[config.mk]
export PLATFORM = sky130hd
export DESIGN_NAME = taylor_cos_seq
export DESIGN_NICKNAME = d
export VERILOG_FILES = /design/src/rtl/taylor_cos_seq.sv
export SDC_FILE = /design/constraint.sdc
export NUM_CORES = 2
export LEC_CHECK = 0
export ABC_AREA = 1
export BUFFER_PORTS_ARGS = -buffer_cell sky130_fd_sc_hd__buf_2
export CORE_MARGIN = 3
export CORE_UTILIZATION = 40
export CTS_CLUSTER_SIZE = 25
export DETAILED_ROUTE_END_ITERATION = 6
export GPL_TIMING_DRIVEN = 0
export MAX_ROUTING_LAYER = met4
export PLACE_DENSITY_LB_ADDON = 0.15
export SETUP_SLACK_MARGIN = 0.05
export SLEW_MARGIN = 20
export SYNTH_ARGS = -nofsm -noshare
export SYNTH_HDL_FRONTEND = slang
export SYNTH_SLANG_ARGS = --single-unit
[constraint.sdc]
create_clock -name clk -period 12.6 [get_ports clk]
set_input_delay 2.52 -clock clk [delete_from_list [all_inputs] [get_ports clk]]
set_output_delay 2.52 -clock clk [all_outputs]
set_load 0.1 [all_outputs]
[src/rtl/taylor_cos_seq.sv]
// Sequential Horner-form cosine: x^(2*TERMS) Maclaurin series on one
// shared single-precision multiplier (nhan) and one shared adder (cong_tru).

module nhan (
  input  logic [31:0] ma,
  input  logic [31:0] mb,
  output logic [31:0] p
);
  logic               s;
  logic [7:0]         ea;
  logic [7:0]         eb;
  logic               a_z, b_z;
  logic               a_inf, b_inf;
  logic               a_nan, b_nan;
  logic [47:0]        prod;
  logic [22:0]        frac;
  logic               g, st;
  logic signed [10:0] e;
  logic [30:0]        pk;

  assign ea    = ma[30:23];
  assign eb    = mb[30:23];
  assign a_z   = (ea == 8'd0);
  assign b_z   = (eb == 8'd0);
  assign a_inf = (ea == 8'hFF) && (ma[22:0] == 23'd0);
  assign b_inf = (eb == 8'hFF) && (mb[22:0] == 23'd0);
  assign a_nan = (ea == 8'hFF) && (ma[22:0] != 23'd0);
  assign b_nan = (eb == 8'hFF) && (mb[22:0] != 23'd0);

  always_comb begin
    s    = ma[31] ^ mb[31];
    prod = {24'd0, 1'b1, ma[22:0]} * {24'd0, 1'b1, mb[22:0]};
    e    = $signed({3'd0, ea}) + $signed({3'd0, eb}) - 11'sd127;
    if (prod[47]) begin
      frac = prod[46:24];
      g    = prod[23];
      st   = |prod[22:0];
      e    = e + 11'sd1;
    end else begin
      frac = prod[45:23];
      g    = prod[22];
      st   = |prod[21:0];
    end
    // rounding carry ripples straight into the exponent field
    pk = {e[7:0], frac} + {30'd0, g & (st | frac[0])};
    if (a_nan || b_nan || (a_inf && b_z) || (b_inf && a_z))
      p = 32'h7FC00000;
    else if (a_inf || b_inf)
      p = {s, 8'hFF, 23'd0};
    else if (a_z || b_z)
      p = {s, 31'd0};
    else if (e >= 11'sd255)
      p = {s, 8'hFF, 23'd0};
    else if (e <= 11'sd0)
      p = {s, 31'd0};
    else
      p = {s, pk};
  end
endmodule

module cong_tru (
  input  logic [31:0] aa,
  input  logic [31:0] ab,
  input  logic        operation,
  output logic [31:0] sum
);
  logic [31:0]       b;
  logic [31:0]       big;
  logic [31:0]       sml;
  logic [7:0]        d8;
  logic [5:0]        d;
  logic [49:0]       fb;
  logic [49:0]       fs;
  logic [49:0]       sh;
  logic [50:0]       s;
  logic [49:0]       n;
  logic [5:0]        lz;
  logic signed [9:0] e;
  logic [30:0]       pk;
  logic              big_ff, sml_ff;

  always_comb begin
    b = {ab[31] ^ operation, ab[30:0]};
    if (aa[30:0] >= b[30:0]) begin
      big = aa;
      sml = b;
    end else begin
      big = b;
      sml = aa;
    end
    big_ff = (big[30:23] == 8'hFF);
    sml_ff = (sml[30:23] == 8'hFF);
    d8 = big[30:23] - sml[30:23];
    d  = (d8 > 8'd63) ? 6'd63 : d8[5:0];
    fb = {1'b1, big[22:0], 26'd0};
    fs = {1'b1, sml[22:0], 26'd0};
    sh = fs >> d;
    // bits shifted past the guard field collapse into a sticky LSB
    sh[0] = sh[0] | (|(fs & ((50'd1 << d) - 50'd1)));
    if (big[31] == sml[31])
      s = {1'b0, fb} + {1'b0, sh};
    else
      s = {1'b0, fb} - {1'b0, sh};
    lz = 6'd0;
    for (int i = 0; i < 51; i++)
      if (s[i]) lz = 6'(50 - i);
    n  = s[49:0] << lz;
    e  = $signed({2'd0, big[30:23]}) + 10'sd1
       - $signed({4'd0, lz});
    pk = {e[7:0], n[49:27]}
       + {30'd0, n[26] & ((|n[25:0]) | n[27])};
    if (big_ff || sml_ff) begin
      if ((big_ff && big[22:0] != 23'd0) ||
          (sml_ff && big[31] != sml[31]))
        sum = 32'h7FC00000;
      else
        sum = big;
    end else if (sml[30:23] == 8'd0) begin
      if (big[30:23] == 8'd0)
        sum = {big[31] & sml[31], 31'd0};
      else
        sum = big;
    end else if (s == 51'd0)
      sum = 32'd0;
    else if (e >= 10'sd255)
      sum = {big[31], 8'hFF, 23'd0};
    else if (e <= 10'sd0)
      sum = {big[31], 31'd0};
    else
      sum = {big[31], pk};
  end
endmodule

module taylor_cos_seq #(
  parameter int TERMS = 6
) (
  input  logic        clk,
  input  logic        rst,
  input  logic        start,
  input  logic [31:0] in,
  output logic [31:0] out,
  output logic        busy,
  output logic        done
);
  typedef enum logic [1:0] {IDLE, SQR, MUL, ADD} state_t;

  localparam logic [2:0] NT = 3'(TERMS);

  state_t      state, state_n;
  logic [31:0] x, x_n;
  logic [31:0] x2, x2_n;
  logic [31:0] acc, acc_n;
  logic [2:0]  cnt, cnt_n;
  logic [31:0] out_n;
  logic        busy_n, done_n;
  logic [31:0] mul_a, mul_b, prod;
  logic [31:0] add_b, sum;

  // c_2k = (-1)^k / (2k)!
  function automatic logic [31:0] coef(input logic [2:0] k);
    case (k)
      3'd6:    coef = 32'h310F76C7;
      3'd5:    coef = 32'hB493F27E;
      3'd4:    coef = 32'h37D00D01;
      3'd3:    coef = 32'hBAB60B61;
      3'd2:    coef = 32'h3D2AAAAB;
      3'd1:    coef = 32'hBF000000;
      default: coef = 32'h3F800000;
    endcase
  endfunction

  assign mul_a = (state == SQR) ? x : acc;
  assign mul_b = (state == SQR) ? x : x2;
  assign add_b = coef(cnt - 3'd1);

  nhan u_mul (
    .ma (mul_a),
    .mb (mul_b),
    .p  (prod)
  );

  cong_tru u_add (
    .aa        (acc),
    .ab        (add_b),
    .operation (1'b0),
    .sum       (sum)
  );

  always_comb begin
    state_n = state;
    x_n     = x;
    x2_n    = x2;
    acc_n   = acc;
    cnt_n   = cnt;
    out_n   = out;
    busy_n  = busy;
    done_n  = 1'b0;
    unique case (state)
      IDLE: if (start) begin
        x_n     = in;
        acc_n   = coef(NT);
        cnt_n   = NT;
        busy_n  = 1'b1;
        state_n = SQR;
      end
      SQR: begin
        x2_n    = prod;
        state_n = MUL;
      end
      MUL: begin
        acc_n   = prod;
        state_n = ADD;
      end
      ADD: begin
        acc_n = sum;
        cnt_n = cnt - 3'd1;
        if (cnt == 3'd1) begin
          out_n   = sum;
          done_n  = 1'b1;
          busy_n  = 1'b0;
          state_n = IDLE;
        end else begin
          state_n = MUL;
        end
      end
    endcase
  end

  always_ff @(posedge clk or posedge rst) begin
    if (rst) begin
      state <= IDLE;
      x     <= '0;
      x2    <= '0;
      acc   <= '0;
      cnt   <= '0;
      out   <= '0;
      busy  <= 1'b0;
      done  <= 1'b0;
    end else begin
      state <= state_n;
      x     <= x_n;
      x2    <= x2_n;
      acc   <= acc_n;
      cnt   <= cnt_n;
      out   <= out_n;
      busy  <= busy_n;
      done  <= done_n;
    end
  end
endmodule

---- Yosys cells after proc, flatten, opt, wreduce, memory -nomap -nowiden ----
Index checks and enable logic that the tools add are counted.
word-level totals
  bits in registers ....................... 135
  input bits .............................. 35
  output and inout bits ................... 34
  word-level logic and storage cells ...... 179
operators by class
  add/subtract/negate cells ............... 12
  $mul .................................... 1
  $lt $le $gt $ge ......................... 6
  equal/unequal tests ..................... 18
  shift operators ......................... 3
  muxes and demuxes ....................... 86
  bitwise logic cells ..................... 8
  reductions and logical operators ........ 37
operator list
  cell                                                                   count
  32-bit 2-to-1 mux                                                      11
  6-bit 2-to-1 mux                                                       52
  32-bit one-hot mux with 6 select lines                                 1
  31-bit 2-to-1 mux                                                      6
  32-bit one-hot mux with 3 select lines                                 1
  23-bit nonzero test                                                    3
  31-bit by 1-bit adder with 31-bit output                               2
  50-bit by 50-bit adder with 51-bit output                              1
  51-bit zero test                                                       1
  51-bit 2-to-1 mux                                                      1
  50-bit by 50-bit subtractor with 51-bit output                         1
  50-bit bitwise AND                                                     1
  50-bit OR reduction                                                    1
  1-bit by 6-bit << shifter with 50-bit output (first input constant)    1
  50-bit by 6-bit << shifter with 50-bit output                          1
  50-bit by 6-bit right shift with 50-bit output                         1
  50-bit by 1-bit subtractor with 50-bit output (second input constant)  1
  24-bit by 24-bit multiplier with 48-bit output                         1
  23-bit zero test                                                       2
  8-bit == test (second input constant)                                  4
  8-bit zero test                                                        4
  31-bit greater-or-equal comparator                                     1
  26-bit OR reduction                                                    1
  23-bit 2-to-1 mux                                                      1
  other kinds (39)                                                       71

---- Depth between registers and ports, before layout ----
  depth in word-level cells ............... 77
  depth in mapped cells ................... 122

---- By module ----
From an unflattened synthesis, not the netlist that was laid out.
unflattened totals
  cell total of the unflattened synthesis .. 7187
  area total of the unflattened synthesis .. 44072.3 sq um
by module, submodules not included
  module          instances  cells an instance  area each (sq um)  sequential area each (sq um)
  nhan            1          3425               23359.9            0.0
  cong_tru        1          2960               14523.9            0.0
  taylor_cos_seq  1          802                6188.4             3378.2

---- Least setup slack after synthesis ----
No wires, ideal clock.
  kind .................................... reg-to-reg
  start point ............................. register state[1]
  end point ............................... register acc[28]
  library setup time ...................... 116 ps
  arrival ................................. 11967 ps
  slack ................................... 516 ps
  stages on the path, launching flop included .. 87
  path buffers ............................ 4
  clock period less this slack ............ 12084 ps
  path through ............................ dfrtp_1 nor2_1 inv_1 clkbuf_1 clkbuf_1 or2_2 o21ai_1 clkinv_1 clkbuf_1 nand2_1 fa_1 fa_1 inv_1 ha_1 ha_1 inv_1 fa_1 inv_1 (+51 left out) nor2_1 nand2_1 nor2_1 nand2_1 nor2_1 nand4_1 nor2_1 nand4_1 nor3_1 nand2_1 o211ai_1 nand2_1 a21oi_1 nand2_1 nand2_1 inv_1 nand2_1 nand2_1
on the way
  longest elaborated chain between the ends .. 14
  elaborated cells between the ends (all ways) .. 49
RTL lines
  element                                                     RTL line  text
  from (decl)                                                 149       state_t state, state_n;
  from (signal assigned)                                      240       state <= state_n;
  2-bit by 1-bit == test with 1-bit output                    172, 173
  32-bit 2-to-1 mux, on equally long branches                 172, 173
  24-bit by 24-bit multiplier with 48-bit output              32        prod = {24'd0, 1'b1, ma[22:0]} * {24'd0, 1'b1, mb[22:0]};
  23-bit OR reduction or 22-bit OR reduction (tied branches)  37, 42
  1-bit 2-to-1 mux                                            34        if (prod[47]) begin
  1-bit OR                                                    45        pk = {e[7:0], frac} + {30'd0, g & (st | frac[0])};
  1-bit bitwise AND                                           45
  31-bit by 1-bit adder with 31-bit output                    45
  31-bit 2-to-1 mux                                           54        else if (e <= 11'sd0)
  31-bit 2-to-1 mux                                           52        else if (e >= 11'sd255)
  31-bit 2-to-1 mux                                           50        else if (a_z || b_z)
  31-bit 2-to-1 mux                                           48        else if (a_inf || b_inf)
  32-bit 2-to-1 mux                                           46        if (a_nan || b_nan || (a_inf && b_z) || (b_inf && a_z))
  32-bit one-hot mux with 3 select lines                      198       unique case (state)
  to (signal assigned)                                        243       acc <= acc_n;
  to (decl)                                                   152       logic [31:0] acc, acc_n;
Several ways; a longest one is shown, not always the timed one.
A chain may end at the register's enable or synchronous reset.

---- Final worst setup path ----
  start point ............................. register cnt[1]
  end point ............................... register out[11]
on the way
  longest elaborated chain between the ends .. 76
  elaborated cells between the ends (all ways) .. 104
RTL lines
  element                                                           RTL line  text
  from (decl)                                                       153       logic [2:0] cnt, cnt_n;
  from (signal assigned)                                            244       cnt <= cnt_n;
  3-bit by 1-bit subtractor with 3-bit output                       174       assign add_b = coef(cnt - 3'd1);
  3-bit by 1-bit == test with 1-bit output (tied with other cells)  161       case (k)
  32-bit one-hot mux with 6 select lines                            161
  31-bit greater-or-equal comparator                                84        if (aa[30:0] >= b[30:0]) begin
  32-bit 2-to-1 mux                                                 84
  8-bit subtractor                                                  93        d8 = big[30:23] - sml[30:23];
  8-bit by 6-bit > comparator with 1-bit output                     94        d = (d8 > 8'd63) ? 6'd63 : d8[5:0];
  6-bit 2-to-1 mux                                                  94
  (+60 left out)                                                    --
  1-bit OR                                                          111       + {30'd0, n[26] & ((|n[25:0]) | n[27])};
  1-bit bitwise AND                                                 111
  31-bit by 1-bit adder with 31-bit output                          111
  31-bit 2-to-1 mux                                                 127       else if (e <= 10'sd0)
  31-bit 2-to-1 mux                                                 125       else if (e >= 10'sd255)
  32-bit 2-to-1 mux                                                 123       end else if (s == 51'd0)
  32-bit 2-to-1 mux                                                 118       end else if (sml[30:23] == 8'd0) begin
  32-bit 2-to-1 mux                                                 112       if (big_ff || sml_ff) begin
  to (signal assigned)                                              245       out <= out_n;
  to (decl)                                                         141       output logic [31:0] out,
Several ways; a longest one is shown, not always the timed one.

==> impl_metrics.tcl <==
set metrics [dict create \
    cpMaxStageDelayCell "dfrtp_2" \
    die_y_um 321 \
    drt_iter0_markers 3810 \
    path_clk_slew_ps 70 \
    avgSynthCellArea_um2 6.54 \
    busiest_layer "met2" \
    worst_clock_skew_ps 8.86 \
    yosysWarnings 0 \
    cts_max_level 4 \
    track_usage 0.328 \
    synthFlopType "dfrtp_1" \
    hold_class "reg2reg" \
    syn_inst 6054 \
    timing.fmax_mhz 79.9 \
    worstSetupPathType "reg2reg" \
    synth_compound_area_frac 0.100 \
    dp_hpwl_um 139000 \
    pre_cts_ws_ps -3540 \
    worstSetupEndpointType "flop" \
    nets 7208 \
    synth_fa_ha_area_frac 0.333 \
    tritoncts "built" \
    ios 69 \
    setup.worst_path.start_class "flop" \
    setup_viol 0 \
    firstDrtPassIters 7 \
    placed_area_mm2 0.0417 \
    gp_congestion 1.00 \
    use_met1 0.402 \
    required_ps 12980 \
    synth_mux_area_frac 0.000759 \
    numPortBuffers 67 \
    cts-root-buf "clkbuf_16" \
    clk_latency_ps 450 \
    crit_fanout 10 \
    numCtsBuffers 17 \
    fill_cells 10000 \
    async_reset_ff_frac 1.00 \
    detail_route.wl_per_cell_um 21.9 \
    final_max_slew_viol_count 0 \
    hold_viol 0 \
    fin_crit_ps 12520 \
    synth_edf_count 0 \
    cts_buffer_depth 2 \
    relSlewSlack 0.140 \
    grt_use_met2 0.539 \
    setup_slack_ps 80.5 \
    routed_wl_um 169000 \
    start_util 0.406 \
    synthesis.area_mm2 0.0396 \
    tightest_slew_ps 1280 \
    violations "DRC" \
    ys_seq_area_frac 0.0847 \
    register_area_mm2 0.00336 \
    route.detailed.drc 4 \
    synthSimpleGateAreaFrac 0.320 \
    rsz0062_at_grt "true" \
    post-route-period-util 0.994 \
    syn2layout_area_growth_pct 22.0 \
    grt_pass1_vias 40400 \
    drive_gt1_frac 0.192 \
    synth_xor_area_frac 0.0251 \
    cts_sinks 134 \
    die-area_mm2 0.103 \
    rows 114 \
    grtUsageMet3 0.0361 \
    crit_path_max_incr_delay_ps 430 \
    vias_per_cell 5.45 \
    overflow 0 \
    grt_pass1_wl_um 248000 \
    vias 41900 \
    status "complete, but fails checks" \
    synth_top_family_by_area "adder cells" \
    grt_antenna_before_repair 2 \
    max_cap_violations 0 \
    postLayoutCellArea_mm2 0.0483 \
    grt_max_degree 73 \
    cpMostUsedCell "nand2_2" \
    final_util 0.496 \
    arrival_ps 12900 \
    synth-seq-cells 134 \
    synth.distinct_cells 77 \
    ant_nets 0 \
    multiInputGateArea_mm2 0.0337 \
    core_mm2 0.0974 \
    syn_nets 6850 \
    diodes 0 \
    die_w_um 321 \
]
-- flip-flops by register name, summed over array words and instances (netlist names) --
signal  count
state       2
busy        1
cnt         3
out        32
x2         32
x          31
acc        32
done        1
-- layout by cell type (no fill, tap or decap), types with 22 or more instances in the layout --
cell       Yosys  layout
a21oi_1      195     147
a21oi_2        2      22
a21oi_4        1      29
buf_2         44     101
buf_4         13     280
buf_6         16      43
buf_8          0      23
clkbuf_1     148      58
clkbuf_16      0      29
dfrtp_1      134     131
fa_1         485     481
ha_1         276     245
ha_4           0      25
inv_1       1067    1012
inv_2         52      81
nand2_1     1696    1583
nand2_2       25     102
nand2_4        4      38
nand3_1      540     463
nand3_2       12      73
nand4_1       73      73
nor2_1       457     398
nor2_2        23      53
nor2_4         7      36
nor3_1        46      39
o211ai_1      25      25
o21ai_0      251     215
o21ai_1      106      86
o21ai_2       11      48
xor2_1        88      65
-- timing repair --
action,in CTS,in global routing
gates resized for setup,489,614
hold buffers,0,0
pin swaps,88,234
setup buffers,107,157
gates cloned,2,6
setup endpoints to repair,95,93
-- per-stage QoR --
step	hold WS (ps)	cells	TNS, ps
6_report	467	7701	0
5_1_grt	498	7701	-23560
4_1_cts	477	7544	0
3_5_place_dp	457	7404	-277840
3_3_place_gp	456	7397	-308200
2_1_floorplan	439	6054	0
-- critical path: cells and delay by family (launching register included) --
| kind | cells | cell delay, ps |
|---|---|---|
| flip-flops | 1 | 430 |
| XOR/XNOR | 2 | 340 |
| buffers and inverters | 20 | 2570 |
| AND/OR/NAND/NOR | 33 | 3370 |
| AO/OA/AOI/OAI | 25 | 4780 |
| adder cells (fa/ha/maj) | 4 | 920 |
-- layout make-up --
type	instances	share of cell area
timing repair buffer	341	0.0547
inverter	1134	0.0906
buffer	241	0.0405
tap	1276	0.0331
sequential	134	0.0695
multi-input combinational	4543	0.698
clock inverter	12	0.00360
clock buffer	20	0.00966
-- cell usage after synthesis, types with 4 or more instances --
| cell type | instances | share of area |
|---|---|---|
| buf_6 | 16 | 0.0046 |
| o21ai_1 | 106 | 0.013 |
| nand2_4 | 4 | 0.0011 |
| buf_4 | 13 | 0.0025 |
| a31oi_1 | 16 | 0.0025 |
| clkbuf_1 | 148 | 0.014 |
| xor2_1 | 88 | 0.019 |
| a21o_1 | 9 | 0.0017 |
| a21oi_1 | 195 | 0.025 |
| o2111ai_1 | 7 | 0.0015 |
| nor3_2 | 7 | 0.0018 |
| o21bai_1 | 25 | 0.0047 |
| nor2_1 | 457 | 0.043 |
| nand3_2 | 12 | 0.0030 |
| nor3_1 | 46 | 0.0058 |
| o21ai_0 | 251 | 0.032 |
| o21ai_2 | 11 | 0.0024 |
| o22ai_1 | 6 | 0.00095 |
| o31ai_1 | 7 | 0.0013 |
| a211oi_1 | 5 | 0.00095 |
| nor2_2 | 23 | 0.0036 |
| xnor2_1 | 20 | 0.0044 |
| nor2_4 | 7 | 0.0020 |
| o211ai_1 | 25 | 0.0047 |
| nand3b_1 | 11 | 0.0021 |
| or2_2 | 20 | 0.0032 |
| fa_1 | 485 | 0.25 |
| ha_1 | 276 | 0.087 |
| o21a_1 | 6 | 0.0011 |
| o221ai_1 | 4 | 0.00088 |
| and2_1 | 4 | 0.00063 |
| inv_2 | 52 | 0.0049 |
| nor4_1 | 20 | 0.0032 |
| nand3_1 | 540 | 0.068 |
| buf_1 | 23 | 0.0022 |
| clkinv_1 | 14 | 0.0013 |
| nand2_2 | 25 | 0.0040 |
| dfrtp_1 | 134 | 0.085 |
| nand2_1 | 1696 | 0.16 |
| inv_1 | 1067 | 0.10 |
| buf_2 | 44 | 0.0056 |
| a22oi_1 | 4 | 0.00076 |
| nand4_1 | 73 | 0.012 |
-- final timing paths --
kind,start,to,slack (ps),cells after the start
min in group asynchronous,rst,x[4],2180,2
max in group asynchronous,rst,state[1],9650,3
worst max-delay path,cnt[1],out[11],80,84
worst min-delay path,x2[26],x2[26],470,2
worst min register to register,x2[26],x2[26],470,2
worst max register to register,cnt[1],out[11],80,84
-- cell families after synthesis --
logic type | Yosys count
xor gates and xnor gates | 111
buffers and inverters | 1378
DFF | 134
and+or+nand+nor | 2963
muxes | 3
AOI/OAI and AO/OA | 704
adders and majority gates | 761
-- metal layers --
layer  vias to the layer above  wire [um]
li1                      19500          -
met1                     20300      67900
met5                         -          0
met2                      1677      79600
met3                       431      11000
met4                         0      10500
Power is left out: the tool's default activity adds up to more than one toggle a clock period on the data nets, which glitch-free logic cannot reach.
